[src/rtl/cache_control_pkg.sv]
// Shared types and constants for the L1 cache control FSM.
package cache_control_pkg;

    typedef enum logic [1:0] {
        CC_IDLE      = 2'd0,
        CC_WRITEBACK = 2'd1,
        CC_ALLOCATE  = 2'd2
    } cache_ctrl_state_e;

    typedef logic cache_way_t;

    localparam cache_way_t WAY0      = 1'b0;
    localparam cache_way_t WAY1      = 1'b1;
    localparam logic       DSRC_CPU  = 1'b0;
    localparam logic       DSRC_PMEM = 1'b1;

    // One-hot array write strobe for the selected way.
    function automatic logic [1:0] way_onehot(input cache_way_t way);
        return (way == WAY1) ? 2'b10 : 2'b01;
    endfunction

endpackage

[src/rtl/cache_control_if.sv]
// CPU, physical-memory and datapath signals seen by the cache control FSM.
// slave  : the controller (serves CPU requests, drives strobes).
// master : the surrounding cache/CPU/pmem environment.
interface cache_control_if;
    logic       mem_read;
    logic       mem_write;
    logic       mem_resp;
    logic       tag_eq0;
    logic       tag_eq1;
    logic       valid0;
    logic       valid1;
    logic       dirty0;
    logic       dirty1;
    logic       lru_out;
    logic       way_sel;
    logic [1:0] load_way;
    logic       data_src;
    logic       dirty_in;
    logic       lru_load;
    logic       lru_in;
    logic       pmem_read;
    logic       pmem_write;
    logic       pmem_resp;
    logic       pmem_addr_sel;

    modport slave (
        input  mem_read, mem_write, tag_eq0, tag_eq1, valid0, valid1,
               dirty0, dirty1, lru_out, pmem_resp,
        output mem_resp, way_sel, load_way, data_src, dirty_in, lru_load,
               lru_in, pmem_read, pmem_write, pmem_addr_sel
    );

    modport master (
        output mem_read, mem_write, tag_eq0, tag_eq1, valid0, valid1,
               dirty0, dirty1, lru_out, pmem_resp,
        input  mem_resp, way_sel, load_way, data_src, dirty_in, lru_load,
               lru_in, pmem_read, pmem_write, pmem_addr_sel
    );
endinterface

[src/rtl/cache_control_sat_counter.sv]
// Saturating up-counter used for hit/miss performance statistics.
// WIDTH must be at least 2.
module sat_counter #(
    parameter int WIDTH = 16
) (
    input  logic             clk,
    input  logic             reset_n,
    input  logic             inc,
    output logic [WIDTH-1:0] count
);
    logic [WIDTH-1:0] count_q;
    logic [WIDTH-1:0] count_d;

    // Next count: increment unless already at all-ones.
    always_comb begin
        count_d = count_q;
        if (inc && (count_q != {WIDTH{1'b1}})) begin
            count_d = count_q + {{(WIDTH-1){1'b0}}, 1'b1};
        end else begin
            count_d = count_q;
        end
    end

    // Count register with asynchronous clear.
    always_ff @(posedge clk or negedge reset_n) begin
        if (!reset_n) begin
            count_q <= {WIDTH{1'b0}};
        end else begin
            count_q <= count_d;
        end
    end

    assign count = count_q;
endmodule

[src/rtl/cache_control.sv]
// Control FSM of the 2-way set-associative L1 cache: hit detection,
// dirty-victim writeback, line allocate, plus hit/miss statistics.
module cache_control
    import cache_control_pkg::*;
#(
    parameter int CNT_WIDTH = 16
) (
    input  logic                 clk,
    input  logic                 reset_n,
    cache_control_if.slave       bus,
    output logic [CNT_WIDTH-1:0] hit_count,
    output logic [CNT_WIDTH-1:0] miss_count
);
    cache_ctrl_state_e state_q, state_d;
    cache_way_t        victim_q, victim_d;

    logic       hit0_s, hit1_s, hit_s, req_s, victim_dirty_s;
    cache_way_t hit_way_s;
    logic       mem_resp_s, way_sel_s, data_src_s, dirty_in_s;
    logic       lru_load_s, lru_in_s, pmem_read_s, pmem_write_s, pmem_addr_sel_s;
    logic [1:0] load_way_s;
    logic       hit_inc_s, miss_inc_s;

    // Way 0 wins if both comparators report a valid match.
    assign hit0_s         = bus.tag_eq0 & bus.valid0;
    assign hit1_s         = bus.tag_eq1 & bus.valid1;
    assign hit_s          = hit0_s | hit1_s;
    assign hit_way_s      = hit0_s ? WAY0 : WAY1;
    assign req_s          = bus.mem_read | bus.mem_write;
    assign victim_dirty_s = bus.lru_out ? (bus.valid1 & bus.dirty1)
                                        : (bus.valid0 & bus.dirty0);

    // Next-state and strobe decode; read+write together is handled as a write.
    always_comb begin
        state_d         = state_q;
        victim_d        = victim_q;
        mem_resp_s      = 1'b0;
        way_sel_s       = WAY0;
        load_way_s      = 2'b00;
        data_src_s      = DSRC_CPU;
        dirty_in_s      = 1'b0;
        lru_load_s      = 1'b0;
        lru_in_s        = 1'b0;
        pmem_read_s     = 1'b0;
        pmem_write_s    = 1'b0;
        pmem_addr_sel_s = 1'b0;
        hit_inc_s       = 1'b0;
        miss_inc_s      = 1'b0;
        case (state_q)
            CC_IDLE: begin
                if (req_s && hit_s) begin
                    mem_resp_s = 1'b1;
                    way_sel_s  = hit_way_s;
                    lru_load_s = 1'b1;
                    lru_in_s   = ~hit_way_s;
                    hit_inc_s  = 1'b1;
                    if (bus.mem_write) begin
                        load_way_s = way_onehot(hit_way_s);
                        data_src_s = DSRC_CPU;
                        dirty_in_s = 1'b1;
                    end else begin
                        load_way_s = 2'b00;
                    end
                end else if (req_s) begin
                    victim_d   = bus.lru_out;
                    miss_inc_s = 1'b1;
                    state_d    = victim_dirty_s ? CC_WRITEBACK : CC_ALLOCATE;
                end else begin
                    state_d = CC_IDLE;
                end
            end
            CC_WRITEBACK: begin
                pmem_write_s    = 1'b1;
                pmem_addr_sel_s = 1'b1;
                way_sel_s       = victim_q;
                if (bus.pmem_resp) begin
                    state_d = CC_ALLOCATE;
                end else begin
                    state_d = CC_WRITEBACK;
                end
            end
            CC_ALLOCATE: begin
                pmem_read_s = 1'b1;
                way_sel_s   = victim_q;
                if (bus.pmem_resp) begin
                    load_way_s = way_onehot(victim_q);
                    data_src_s = DSRC_PMEM;
                    dirty_in_s = 1'b0;
                    state_d    = CC_IDLE;
                end else begin
                    state_d = CC_ALLOCATE;
                end
            end
            default: begin
                state_d = CC_IDLE;
            end
        endcase
    end

    // Force every output low while reset is held so no strobe escapes.
    always_comb begin
        if (reset_n) begin
            bus.mem_resp      = mem_resp_s;
            bus.way_sel       = way_sel_s;
            bus.load_way      = load_way_s;
            bus.data_src      = data_src_s;
            bus.dirty_in      = dirty_in_s;
            bus.lru_load      = lru_load_s;
            bus.lru_in        = lru_in_s;
            bus.pmem_read     = pmem_read_s;
            bus.pmem_write    = pmem_write_s;
            bus.pmem_addr_sel = pmem_addr_sel_s;
        end else begin
            bus.mem_resp      = 1'b0;
            bus.way_sel       = 1'b0;
            bus.load_way      = 2'b00;
            bus.data_src      = 1'b0;
            bus.dirty_in      = 1'b0;
            bus.lru_load      = 1'b0;
            bus.lru_in        = 1'b0;
            bus.pmem_read     = 1'b0;
            bus.pmem_write    = 1'b0;
            bus.pmem_addr_sel = 1'b0;
        end
    end

    // State and victim-way registers.
    always_ff @(posedge clk or negedge reset_n) begin
        if (!reset_n) begin
            state_q  <= CC_IDLE;
            victim_q <= WAY0;
        end else begin
            state_q  <= state_d;
            victim_q <= victim_d;
        end
    end

    sat_counter #(.WIDTH(CNT_WIDTH)) u_hit_cnt (
        .clk     (clk),
        .reset_n (reset_n),
        .inc     (hit_inc_s),
        .count   (hit_count)
    );

    sat_counter #(.WIDTH(CNT_WIDTH)) u_miss_cnt (
        .clk     (clk),
        .reset_n (reset_n),
        .inc     (miss_inc_s),
        .count   (miss_count)
    );
endmodule

[src/flat_wrapper.sv]
// flat-port wrapper written by rule: the top's interface ports become plain ports
module cache_control_flat import cache_control_pkg::*;
#(
    parameter int CNT_WIDTH = 16
)
  (clk, reset_n, hit_count, miss_count, bus_mem_read, bus_mem_write, bus_tag_eq0, bus_tag_eq1, bus_valid0, bus_valid1, bus_dirty0, bus_dirty1, bus_lru_out, bus_pmem_resp, bus_mem_resp, bus_way_sel, bus_load_way, bus_data_src, bus_dirty_in, bus_lru_load, bus_lru_in, bus_pmem_read, bus_pmem_write, bus_pmem_addr_sel);
  cache_control_if bus_i ();
  input  logic clk;
  input  logic reset_n;
  output logic [CNT_WIDTH-1:0] hit_count;
  output logic [CNT_WIDTH-1:0] miss_count;
  input wire logic [$bits(bus_i.mem_read)-1:0] bus_mem_read;
  input wire logic [$bits(bus_i.mem_write)-1:0] bus_mem_write;
  input wire logic [$bits(bus_i.tag_eq0)-1:0] bus_tag_eq0;
  input wire logic [$bits(bus_i.tag_eq1)-1:0] bus_tag_eq1;
  input wire logic [$bits(bus_i.valid0)-1:0] bus_valid0;
  input wire logic [$bits(bus_i.valid1)-1:0] bus_valid1;
  input wire logic [$bits(bus_i.dirty0)-1:0] bus_dirty0;
  input wire logic [$bits(bus_i.dirty1)-1:0] bus_dirty1;
  input wire logic [$bits(bus_i.lru_out)-1:0] bus_lru_out;
  input wire logic [$bits(bus_i.pmem_resp)-1:0] bus_pmem_resp;
  output wire logic [$bits(bus_i.mem_resp)-1:0] bus_mem_resp;
  output wire logic [$bits(bus_i.way_sel)-1:0] bus_way_sel;
  output wire logic [$bits(bus_i.load_way)-1:0] bus_load_way;
  output wire logic [$bits(bus_i.data_src)-1:0] bus_data_src;
  output wire logic [$bits(bus_i.dirty_in)-1:0] bus_dirty_in;
  output wire logic [$bits(bus_i.lru_load)-1:0] bus_lru_load;
  output wire logic [$bits(bus_i.lru_in)-1:0] bus_lru_in;
  output wire logic [$bits(bus_i.pmem_read)-1:0] bus_pmem_read;
  output wire logic [$bits(bus_i.pmem_write)-1:0] bus_pmem_write;
  output wire logic [$bits(bus_i.pmem_addr_sel)-1:0] bus_pmem_addr_sel;
  assign bus_i.mem_read = bus_mem_read;
  assign bus_i.mem_write = bus_mem_write;
  assign bus_i.tag_eq0 = bus_tag_eq0;
  assign bus_i.tag_eq1 = bus_tag_eq1;
  assign bus_i.valid0 = bus_valid0;
  assign bus_i.valid1 = bus_valid1;
  assign bus_i.dirty0 = bus_dirty0;
  assign bus_i.dirty1 = bus_dirty1;
  assign bus_i.lru_out = bus_lru_out;
  assign bus_i.pmem_resp = bus_pmem_resp;
  assign bus_mem_resp = bus_i.mem_resp;
  assign bus_way_sel = bus_i.way_sel;
  assign bus_load_way = bus_i.load_way;
  assign bus_data_src = bus_i.data_src;
  assign bus_dirty_in = bus_i.dirty_in;
  assign bus_lru_load = bus_i.lru_load;
  assign bus_lru_in = bus_i.lru_in;
  assign bus_pmem_read = bus_i.pmem_read;
  assign bus_pmem_write = bus_i.pmem_write;
  assign bus_pmem_addr_sel = bus_i.pmem_addr_sel;
  cache_control #(.CNT_WIDTH(CNT_WIDTH)) u_core (.clk(clk), .reset_n(reset_n), .bus(bus_i), .hit_count(hit_count), .miss_count(miss_count));
endmodule
[config.mk]
export PLATFORM = sky130hd
export DESIGN_NAME = cache_control_flat
export DESIGN_NICKNAME = d
export VERILOG_FILES = /design/src/rtl/cache_control_pkg.sv /design/src/rtl/cache_control_if.sv /design/src/rtl/cache_control_sat_counter.sv /design/src/rtl/cache_control.sv /design/src/flat_wrapper.sv
export SDC_FILE = /design/constraint.sdc
export NUM_CORES = 1
export LEC_CHECK = 0
export BUFFER_PORTS_ARGS = -buffer_cell sky130_fd_sc_hd__buf_2
export CAP_MARGIN = 20
export CORE_MARGIN = 2
export CORE_UTILIZATION = 44
export DETAILED_ROUTE_END_ITERATION = 8
export GPL_TIMING_DRIVEN = 0
export MAX_ROUTING_LAYER = met4
export PLACE_DENSITY = 0.66
export REMOVE_ABC_BUFFERS = 1
export SKIP_LAST_GASP = 1
export SLEW_MARGIN = 20
export SYNTH_ARGS = -nofsm -noshare
export SYNTH_HDL_FRONTEND = slang
export SYNTH_SLANG_ARGS = --single-unit
[constraint.sdc]
create_clock -name clk -period 4.5 [get_ports clk]
set_clock_uncertainty 0.2 [all_clocks]
set_input_delay 0.225 -clock clk [delete_from_list [all_inputs] [get_ports clk]]
set_output_delay 0.225 -clock clk [all_outputs]
set_load 0.01 [all_outputs]
### Yosys cells after proc, flatten, opt, wreduce, memory -nomap -nowiden

Index checks and enable logic that the tools add are counted.

| word-level totals | value |
|---|---|
| register bits | 35 |
| input port bits | 12 |
| output and inout bits | 43 |

| cells by class | value |
|---|---|
| bitwise logic cells | 7 |
| $add $sub $neg | 2 |
| reductions and logical operators | 6 |
| muxes and demuxes | 38 |
| equality and inequality tests | 5 |

Operators by type and width:

| kind | number |
|---|---|
| $add A16 B1 Y16 const B | 2 |
| $ne A16 B16 Y1 const B | 2 |
| $mux W1 | 24 |
| $mux W2 | 11 |
| $pmux W2 S3 | 1 |
| $and A1 B1 Y1 | 4 |
| $pmux W2 S2 | 1 |
| $logic_and A1 B1 Y1 | 3 |
| $reduce_and A3 Y1 | 1 |
| $eq A2 B1 Y1 const B | 1 |
| $eq A2 B2 Y1 const B | 1 |
| $logic_not A2 Y1 | 1 |
| $ne A2 B2 Y1 const B | 1 |
| $or A1 B1 Y1 | 2 |
| $pmux W1 S2 | 1 |
| $reduce_or A2 Y1 | 1 |
| $not A1 Y1 | 1 |

### Depth between registers and ports, before layout

| depth | value |
|---|---|
| word-level depth | 6 |
| mapped depth | 7 |
| mapped depth without buffers | 7 |

### Modules after synthesis

Synthesis repeated with hierarchy kept, for this count alone.

| unflattened totals | value |
|---|---|
| cell total of the unflattened synthesis | 189 |
| area total of the unflattened synthesis | 2,118.3 um^2 |

By module, submodules not included:

| module | area an instance (um^2) | times used | cells each |
|---|---|---|---|
| sat_counter | 859.6 | 2 | 72 |
| cache_control | 399.1 | 1 | 45 |

### Worst setup path after synthesis

Ideal clock, no wire load.

| timing | value |
|---|---|
| kind | reg-to-reg |
| from | register u_core.state_q[0] |
| to | register u_core.u_miss_cnt.count_q[15], in the netlist u_core.u_miss_cnt.count[15] |
| buffers on the path | 0 |
| period minus slack after synthesis | 2.037 ns |
| arrival time | 1.758 ns |
| library setup time | 0.079 ns |
| cell stages (with the launch flop) | 8 |
| slack | 2.463 ns |
| path through | dfrtp_1 inv_1 ha_1 o21ai_0 or2_1 a2111o_1 nor3_2 xor2_1 |

| between the ends | value |
|---|---|
| cells in the longest elaborated chain, start to end | 3 |

Ends and longest elaborated chain:

| item | RTL line | RTL |
|---|---|---|
| start: declaration | cache_control.sv:14 | `cache_ctrl_state_e state_q, state_d;` |
| start signal: assignment | cache_control.sv:133 | `state_q <= state_d;` |
| $logic_not A2 Y1 | cache_control.sv:49 | `case (state_q)` |
| $mux W1 | cache_control.sv:49 |  |
| $logic_and A1 B1 Y1 | cache_control_sat_counter.sv:17 | `if (inc && (count_q != {WIDTH{1'b1}})) begin` |
| end signal: assignment | cache_control_sat_counter.sv:27 | `count_q <= {WIDTH{1'b0}};` |
| end signal: assignment | cache_control_sat_counter.sv:29 | `count_q <= count_d;` |
| end: declaration | cache_control_sat_counter.sv:11 | `logic [WIDTH-1:0] count_q;` |

No other way between the ends.
A chain may end at the register's enable or synchronous reset.

### Final worst setup path

| timing | value |
|---|---|
| from | input reset_n |
| to | output bus_dirty_in |

| between the ends | value |
|---|---|
| cells in the longest elaborated chain, start to end | 1 |

Ends and longest elaborated chain:

| item | RTL line | RTL |
|---|---|---|
| start: declaration | flat_wrapper.sv:9 | `input logic reset_n;` |
| $mux W1 | cache_control.sv:102 | `if (reset_n) begin` |
| end: declaration | flat_wrapper.sv:26 | `output wire logic [$bits(bus_i.dirty_in)-1:0] bus_dirty_in;` |

No other way between the ends.

==> results.sh <==
export IMPL_synth_seq_cells=35
export IMPL_synth_top_family_by_area="simple AND/OR/NAND/NOR gates"
export IMPL_drc=0
export IMPL_cts_tree="built"
export IMPL_cts_root_buf="clkbuf_8"
export IMPL_grt_max_degree=44
export IMPL_post_place_cells=290
export IMPL_clk_pin_slew_ns=0.07
export IMPL_ir_worst_vdd_v=0.000254
export IMPL_cp_max_fo=43
export IMPL_first_pass_iters=4
export IMPL_arrival_ns=1.98
export IMPL_finalCritPeriodShare_pct=53.5
export IMPL_clk_latency_ns=0.29
export IMPL_ant_nets=0
export IMPL_synth_edff_count=0
export IMPL_grt_overflow=0
export IMPL_ys_warn_count=0
export IMPL_ys_types=41
export IMPL_end_kind="output port"
export IMPL_fin_cells=300
export IMPL_yosys_area_top_type="dfrtp_1"
export IMPL_max_clock_freq_mhz=415
export IMPL_fin_crit_ns=2.41
export IMPL_n_fill_cell=392
export IMPL_cp_startpoint="reset_n"
export IMPL_drt_iter0_drc=40
export IMPL_cts_htree_levels=2
export IMPL_row_count=23
export IMPL_core_area_um2=4090
export IMPL_gp_congestion=0.785
export IMPL_viasPerCell=5.12
export IMPL_synth_area_per_cell_um2=10.1
export IMPL_muxShareOfSynthArea_pct=3.09
export IMPL_finalSetupViolations=0
export IMPL_synth_area_um2=1900
export IMPL_netlist_area_leader_share_pct=46.1
export IMPL_reg2reg_from="u_core.state_q[0]"
export IMPL_start_util_pct=46.5
export IMPL_cp_start_kind="input pin"
export IMPL_crit_required_ns=4.07
export IMPL_critPathCapture="bus_dirty_in"
export IMPL_fin_tns_setup_ns=0
export IMPL_synth_most_common_cell="dfrtp_1"
export IMPL_drive_gt1_share_pct=28.4
export IMPL_p_leak_nw=1.21
export IMPL_finalWirelength_mm=3.88
export IMPL_grt_pass1_vias=1438
export IMPL_die_w_um=69.7
export IMPL_synth_area_leaders="dfrtp_1 46%, xor2_1 6.9%, xnor2_1 6.0%"
export IMPL_tightest_slew_ns=0.868
export IMPL_cts_buffers=5
export IMPL_finalMaxSlewViolations=0
export IMPL_hold_path_class="input pin to register"
export IMPL_maxSlewHeadroom_pct=42.1
export IMPL_antenna_found_initial=0
export IMPL_ys_top_cells_by_count="35 x dfrtp_1, 23 x nand2_1, 15 x xor2_1"
export IMPL_crit_type="input pin to output port"
export IMPL_synth_adder_area_share_pct=3.95
export IMPL_synthSimpleGateAreaFrac_pct=24.1
export IMPL_ios=55
export IMPL_synthArstFlopShare_pct=100
export IMPL_synth_main_ff_cell="dfrtp_1"
export IMPL_hpwl_mm=2.79
export IMPL_cts_sinks=35
export IMPL_post_drt_wl_per_cell_um=12.9
export IMPL_synth_xor_area_share_pct=12.9
export IMPL_r2r_end="u_core.u_miss_cnt.count[7]"
export IMPL_port_buffers=54
export IMPL_grt_pass1_wl_mm=6.66
export IMPL_hold_viol_final=0
export IMPL_layout_nets=267
export IMPL_ys_seq_area_share_pct=46.1
export IMPL_powerDensity_nw_per_um2=420
export IMPL_die_height_um=69.7
export IMPL_synthToLayoutAreaGrowth_pct=22.0
export IMPL_rsz0062_at_grt="no"
export IMPL_status="finished clean"
export IMPL_grt_usage_pct=17.3
export IMPL_cap_viol_max_count=0
export IMPL_synth_compound_area_share_pct=7.24
export IMPL_diodes=0
export IMPL_rr_worst_depth=7
export IMPL_ctsLongestPathBuffers=2
export IMPL_rrSetupSlack_ns=2.17
export IMPL_synth_cells=189
export IMPL_dieArea_um2=4860
export IMPL_num_vias=1536
[cells by family after synthesis]
logic type	count (synthesis)
and+or+nand+nor	88
buffers and inverters	11
adders and majority gates	6
xor gates and xnor gates	28
AOI/OAI and AO/OA	16
DFF	35
muxes	5
[worst min-delay path by stage]
stage             startpoint                end  cells past startpoint
3_3_place_gp         reset_n  u_core.state_q[0]                      1
5_1_grt        bus_pmem_resp  u_core.state_q[0]                      3
4_1_cts        bus_pmem_resp  u_core.state_q[0]                      3
6_report       bus_pmem_resp  u_core.state_q[0]                      3
3_5_place_dp         reset_n  u_core.state_q[0]                      1
2_1_floorplan        reset_n  u_core.state_q[0]                      0
[per-stage QoR]
step	setup slack, ns	hold WS (ns)	instance area, um2	util (%)	total power, mW
2_1_floorplan	2.46	-0.271	1880	-	0.640
3_3_place_gp	2.18	0.196	2210	54.2	0.753
3_5_place_dp	2.16	0.190	2210	54.2	0.759
4_1_cts	2.02	0.0725	2320	56.8	0.990
5_1_grt	1.92	0.118	2320	56.8	1.05
6_report	2.09	0.0761	2320	56.8	0.973
[layer usage]
layer | track usage [%] | vias up | wire [um]
met1 | 23.3 | 724 | 1880
met2 | 25.7 | 36 | 1770
met3 | 4.80 | 4 | 189
met5 | - | - | 0
li1 | - | 772 | -
met4 | 5.13 | 0 | 39
[sequential cells by signal, indices dropped and copies added (netlist names)]
signal	flops
u_core.u_hit_cnt.count	16
u_core.state_q	2
u_core.victim_q	1
u_core.u_miss_cnt.count	16
[cells in the final DEF (no fill, tap or decap), types with 3 or more instances in the layout]
cell type / netlist / final
and2_1: 5 / 5
and3_1: 8 / 8
buf_2: 1 / 54
clkbuf_8: 0 / 5
dfrtp_1: 35 / 35
ha_1: 6 / 6
inv_1: 8 / 8
mux2_2: 3 / 3
nand2_1: 23 / 23
nand3_1: 12 / 12
nand4_1: 6 / 6
nor2_1: 10 / 10
nor3_1: 9 / 9
nor4_1: 3 / 3
xnor2_1: 13 / 13
xor2_1: 15 / 15
[critical path, cell delays in order]
cell	delay (ns)
dlygate4sd3_1	0.52
buf_2	0.68
and3_1	0.31
and2_1	0.12
buf_2	0.12
[what timing repair did]
action,in CTS,in global routing
hold buffers,2,0
buffers inserted,0,0
gates resized for setup,0,0
endpoints found under the hold margin,36,0
[report_power, final]
group	switching (mW)	internal, mW
Sequential	0.0712	0.374
Clock	0.116	0.108
Combinational	0.162	0.143
Total	0.349	0.624
[final cells by class]
| class | count | area, um2 | area share, % |
|---|---|---|---|
| Clock buffer | 6 | 72.6 | 3.13 |
| Clock inverter | 2 | 12.5 | 0.539 |
| Inverter | 8 | 30.0 | 1.29 |
| Multi-Input combinational cell | 143 | 976 | 42.1 |
| Sequential cell | 35 | 876 | 37.8 |
| Tap cell | 50 | 62.6 | 2.70 |
| Timing Repair Buffer | 56 | 290 | 12.5 |
(Power assumes the default switching activity.)
